[src/rtl/mem_ctrl_pkg.sv]
// Shared types and constants for the memory/IO controller and its MMIO window.
package mem_ctrl_pkg;

  typedef enum logic [1:0] {
    IDLE = 2'd0,
    WAIT = 2'd1,
    RESP = 2'd2
  } state_t;

  localparam logic [15:0] LED_OFF = 16'h0000;
  localparam logic [15:0] CYC_OFF = 16'h0004;

endpackage

[src/rtl/mem_ctrl_mmio.sv]
// MMIO window registers: LED output register, free-running cycle counter and read mux.
module mmio_regs
  import mem_ctrl_pkg::*;
#(
  parameter int LED_W = 8
) (
  input  logic             clk,
  input  logic             reset,
  input  logic             led_we,
  input  logic [LED_W-1:0] led_wd,
  input  logic [15:0]      off,
  output logic [31:0]      rdata,
  output logic             hit,
  output logic [LED_W-1:0] led
);

  logic [LED_W-1:0] led_q, led_d;
  logic [31:0]      cyc_q, cyc_d;

  // Next-state for the LED register and the wrapping cycle counter.
  always_comb begin
    led_d = led_q;
    if (led_we) led_d = led_wd;
    cyc_d = cyc_q + 32'd1;
  end

  // Register state; cleared asynchronously.
  always_ff @(posedge clk or posedge reset) begin
    if (reset) begin
      led_q <= '0;
      cyc_q <= '0;
    end else begin
      led_q <= led_d;
      cyc_q <= cyc_d;
    end
  end

  // Read mux over the window; unmapped offsets read as zero and report no hit.
  always_comb begin
    rdata = '0;
    hit   = 1'b0;
    case (off)
      LED_OFF: begin
        rdata = 32'(led_q);
        hit   = 1'b1;
      end
      CYC_OFF: begin
        rdata = cyc_q;
        hit   = 1'b1;
      end
      default: begin
        rdata = '0;
        hit   = 1'b0;
      end
    endcase
  end

  assign led = led_q;

endmodule

[src/rtl/mem_ctrl.sv]
// Memory/IO controller: req/ready handshake with wait states, registered read
// data, single-cycle memory write strobe and a small MMIO window.
module mem_ctrl
  import mem_ctrl_pkg::*;
#(
  parameter int          WAIT_CYCLES = 2,
  parameter int          LED_W       = 8,
  parameter logic [15:0] MMIO_BASE   = 16'hFFFF
) (
  input  logic             clk,
  input  logic             reset,
  input  logic             req,
  input  logic             we,
  input  logic [31:0]      adr,
  input  logic [31:0]      wd,
  output logic [31:0]      rd,
  output logic             ready,
  output logic             bus_err,
  output logic             mem_we,
  output logic [31:0]      mem_a,
  output logic [31:0]      mem_wd,
  input  logic [31:0]      mem_rd,
  output logic [LED_W-1:0] led
);

  localparam logic [3:0] WAIT_INIT = 4'(WAIT_CYCLES);

  state_t      state_q, state_d;
  logic [3:0]  cnt_q, cnt_d;
  logic [31:0] adr_q, adr_d;
  logic        we_q, we_d;
  logic [31:0] wd_q, wd_d;
  logic [31:0] rd_q, rd_d;

  logic        accept, enter_resp;
  logic [31:0] dec_adr, mem_src_adr;
  logic        dec_we, dec_mmio, q_mmio;
  logic [31:0] mmio_rdata;
  logic        mmio_hit, led_we;

  assign accept     = (state_q == IDLE) && req;
  assign enter_resp = ((state_q == WAIT) && (cnt_q == 4'd1)) ||
                      (accept && (WAIT_CYCLES == 0));

  // With zero wait states the read is resolved on the accepting edge, so the
  // decode (and the memory address) must come straight from the core bus.
  assign dec_adr  = (state_q == IDLE) ? adr : adr_q;
  assign dec_we   = (state_q == IDLE) ? we  : we_q;
  assign dec_mmio = (dec_adr[31:16] == MMIO_BASE);
  assign q_mmio   = (adr_q[31:16] == MMIO_BASE);

  assign mem_src_adr = ((WAIT_CYCLES == 0) && (state_q == IDLE)) ? adr : adr_q;
  assign mem_a       = {mem_src_adr[31:2], 2'b00};
  assign mem_wd      = wd_q;
  assign mem_we      = (state_q == RESP) && we_q && !q_mmio;
  assign ready       = (state_q == RESP);
  assign bus_err     = (state_q == RESP) && q_mmio && !mmio_hit;
  assign led_we      = (state_q == RESP) && we_q && q_mmio && (adr_q[15:0] == LED_OFF);
  assign rd          = rd_q;

  mmio_regs #(.LED_W(LED_W)) u_mmio (
    .clk    (clk),
    .reset  (reset),
    .led_we (led_we),
    .led_wd (wd_q[LED_W-1:0]),
    .off    (dec_adr[15:0]),
    .rdata  (mmio_rdata),
    .hit    (mmio_hit),
    .led    (led)
  );

  // Access FSM and request latching; read data captured on the edge entering RESP.
  always_comb begin
    state_d = state_q;
    cnt_d   = cnt_q;
    adr_d   = adr_q;
    we_d    = we_q;
    wd_d    = wd_q;
    rd_d    = rd_q;
    case (state_q)
      IDLE: begin
        if (req) begin
          adr_d   = adr;
          we_d    = we;
          wd_d    = wd;
          cnt_d   = WAIT_INIT;
          state_d = (WAIT_CYCLES > 0) ? WAIT : RESP;
        end
      end
      WAIT: begin
        cnt_d = cnt_q - 4'd1;
        if (cnt_q == 4'd1) state_d = RESP;
      end
      RESP:    state_d = IDLE;
      default: state_d = IDLE;
    endcase
    if (enter_resp && !dec_we) rd_d = dec_mmio ? mmio_rdata : mem_rd;
  end

  // Controller state; reset aborts any in-flight access immediately.
  always_ff @(posedge clk or posedge reset) begin
    if (reset) begin
      state_q <= IDLE;
      cnt_q   <= '0;
      adr_q   <= '0;
      we_q    <= 1'b0;
      wd_q    <= '0;
      rd_q    <= '0;
    end else begin
      state_q <= state_d;
      cnt_q   <= cnt_d;
      adr_q   <= adr_d;
      we_q    <= we_d;
      wd_q    <= wd_d;
      rd_q    <= rd_d;
    end
  end

endmodule

[config.mk]
export PLATFORM = sky130hd
export DESIGN_NAME = mem_ctrl
export DESIGN_NICKNAME = d
export VERILOG_FILES = /design/src/rtl/mem_ctrl_pkg.sv /design/src/rtl/mem_ctrl_mmio.sv /design/src/rtl/mem_ctrl.sv
export SDC_FILE = /design/constraint.sdc
export NUM_CORES = 1
export LEC_CHECK = 0
export BUFFER_PORTS_ARGS = -buffer_cell sky130_fd_sc_hd__buf_2
export CAP_MARGIN = 5
export CORE_ASPECT_RATIO = 1.75
export CORE_MARGIN = 2
export CORE_UTILIZATION = 57
export CTS_BUF_LIST = sky130_fd_sc_hd__clkbuf_8
export CTS_CLUSTER_DIAMETER = 100
export DETAILED_ROUTE_END_ITERATION = 16
export PLACE_DENSITY = 0.88
export SYNTH_ARGS = -nofsm -noshare
export SYNTH_HDL_FRONTEND = slang
export SYNTH_SLANG_ARGS = --single-unit
[constraint.sdc]
create_clock -name clk -period 10.8 [get_ports clk]
set_input_delay 2.16 -clock clk [delete_from_list [all_inputs] [get_ports clk]]
set_output_delay 2.16 -clock clk [all_outputs]
set_load 0.01 [all_outputs]
==> impl_metrics.json <==
{
  "syn_to_final_growth_pct": 20.0,
  "pin_count": 207,
  "vias_per_cell": 5.68,
  "cts-buffers-inserted": 17,
  "slew_headroom_pct": 19.9,
  "drt_iter0_drc": 369,
  "max_cap_violations": 0,
  "reg2reg_setup_slack_ps": 8170,
  "fin_setup_tns_ps": 0,
  "setup_viol": 0,
  "synth_area_per_cell_um2": 9.51,
  "hold_path_class": "flop to flop",
  "grt_pass1_vias": 5526,
  "die_h_um": 146,
  "p_per_area_nw_per_um2": 257,
  "cts-htree-levels": 4,
  "routedWlPerCell_um": 16.8,
  "utilization_pct": 69.0,
  "grt_pass1_wl_um": 26600,
  "hpwlAfterDp_um": 11600,
  "antenna_left": 0,
  "critPathKind": "flop to primary output",
  "worst_setup_path_start_kind": "flop",
  "async_flop_share_pct": 100,
  "max_slew.worst_pin.slew_ps": 1200,
  "initial_utilization_pct": 57.5,
  "dpl_cell_area_um2": 7450,
  "finalHoldViolations": 0,
  "final_nets": 952,
  "synth.largest_area_cell": "dfrtp_1",
  "cts_root_buf": "clkbuf_8",
  "yosys_warnings": 0,
  "synth_cells": 693,
  "whs_ps": 479,
  "layout_setup_ws_ps": 6550,
  "endpoint_kind": "primary output",
  "synth_ff_type": "dfrtp_1",
  "gr-total-overflow": 0,
  "post-route-period-util_pct": 39.4,
  "worst_ir_drop_vdd_mv": 0.174,
  "fmax_ghz": 0.235,
  "drv_slew": 0,
  "design_area_um2": 7900,
  "clkLatencyLatePin_ps": 430,
  "cp.arrival_ps": 2090,
  "route.detailed.drc": 0,
  "path_clk_slew_ps": 70,
  "yosys.area.top_type_share_pct": 54.3,
  "cts_setup_buffers": 0,
  "grt_start_max_net_pins": 75,
  "skew_ps": 11.9,
  "place_ws_ps": 6560,
  "synthDistinctLibCells": 36,
  "clock_sinks": 143,
  "hold_buffers": 0,
  "drt-pass1-iter-count": 5,
  "cts.repair.resized": 0,
  "grt_setup_unrepaired": "false",
  "yosys-top-cells-area": "dfrtp_1, nand2_1, nand4_1, buf_4, xnor2_1",
  "fp.dieW_um": 85.3,
  "status": "finished, final reports clean",
  "path_max_fanout": 49,
  "yosys.cell_count.top_type": "nand2_1",
  "routed_wl_um": 16700,
  "final_layout_size_suffix_gt1_share_pct": 30.0,
  "die-area_um2": 12500,
  "ys_seq_area_share_pct": 54.3,
  "io_buffers": 204,
  "clk_path_buf_depth": 2,
  "antenna_found_initial": 1,
  "num_vias": 5672,
  "track_usage_pct": 26.8,
  "core_area_um2": 11500,
  "leakage_nw": 4.01,
  "cts_tree": "done",
  "syn_area_um2": 6590,
  "ys_ff_latch": 143,
  "rows": 52,
  "min_period_ps": 4250,
  "synth-edff-count": 0,
  "yosys-top-cells-count": "nand2_1, dfrtp_1, nand4_1",
  "crit_required_ps": 8640,
  "gp_congestion": 0.853
}
[path summary, 6_finish.rpt]
check | from | endpoint | cells after the start
hold reg to reg | adr_q[1] | adr_q[1] | 2
max in group asynchronous | reset | mem_wd[18] | 3
setup reg to reg | state_q[1] | rd[5] | 5
hold / removal | adr_q[1] | adr_q[1] | 2
min in group asynchronous | reset | rd[23] | 2
setup / recovery | adr_q[25] | bus_err | 5
[cells in the final DEF (no fill, tap or decap), drive strengths merged, types with 10 or more instances in the layout]
| master | synthesis | routed |
|---|---|---|
| inv | 7 | 10 |
| dfrtp | 143 | 143 |
| and3 | 13 | 13 |
| xnor2 | 26 | 26 |
| nand3 | 31 | 31 |
| buf | 38 | 211 |
| nand2 | 207 | 207 |
| o21ai | 31 | 31 |
| a2bb2oi | 15 | 15 |
| clkbuf | 37 | 19 |
| nor4 | 10 | 10 |
| nand4 | 41 | 41 |
[power breakdown]
| group | total (mW) | switching (mW) | internal, mW |
|---|---|---|---|
| clock | 0.468 | 0.203 | 0.265 |
| sequential | 0.848 | 0.125 | 0.723 |
| combinational | 0.715 | 0.444 | 0.272 |
| total | 2.03 | 0.771 | 1.26 |
[critical path: stages (launching register included)]
cell and delay [ps]:
dfrtp_1 370, nand4_1 130, nor4_2 300, buf_4 460
and3_1 250, buf_2 130
[metrics by stage]
stage | total power, mW | cells
final | 2.03 | 998
after global routing | 2.16 | 998
after global placement | 1.54 | 965
after floorplan | 1.34 | 694
after CTS | 2.04 | 997
after detailed placement | 1.57 | 965
[registers in the layout, indices dropped and copies added, names as in the netlist]
name	count
u_mmio.cyc_q	32
cnt_q	4
u_mmio.led	8
mem_wd	32
adr_q	32
state_q	2
we_q	1
rd	32
[area by class of cell]
class | count | area, um^2
flip-flops and latches | 143 | 3580
fillers | 871 | 3550
multi-input cells | 469 | 2600
repair buffers | 211 | 1070
clock buffers | 19 | 262
clock inverters | 13 | 186
well taps | 135 | 169
inverters | 7 | 31.3
diodes | 1 | 2.50
[metal layers]
| layer | track usage, % | share of wire [%] |
|---|---|---|
| met1 | 31.1 | 38 |
| met2 | 47.5 | 53 |
| met3 | 5.65 | 7.0 |
| met4 | 11.0 | 2.3 |
| met5 | 0 | 0 |
[kinds of logic (layout without fill, tap and decap cells)]
kind of cell / after synthesis / count (layout) / share of synthesized area [%]
AOI/OAI and AO/OA: 88 / 88 / 8.96
xor gates and xnor gates: 30 / 30 / 3.99
adders and majority gates: 3 / 3 / 0.570
buffers and inverters: 82 / 250 / 6.61
DFF: 143 / 143 / 54.3
muxes: 9 / 9 / 1.54
other: 1 / 3 / 0.0569
and+or+nand+nor: 337 / 337 / 24.0
(Power assumes the default switching activity.)
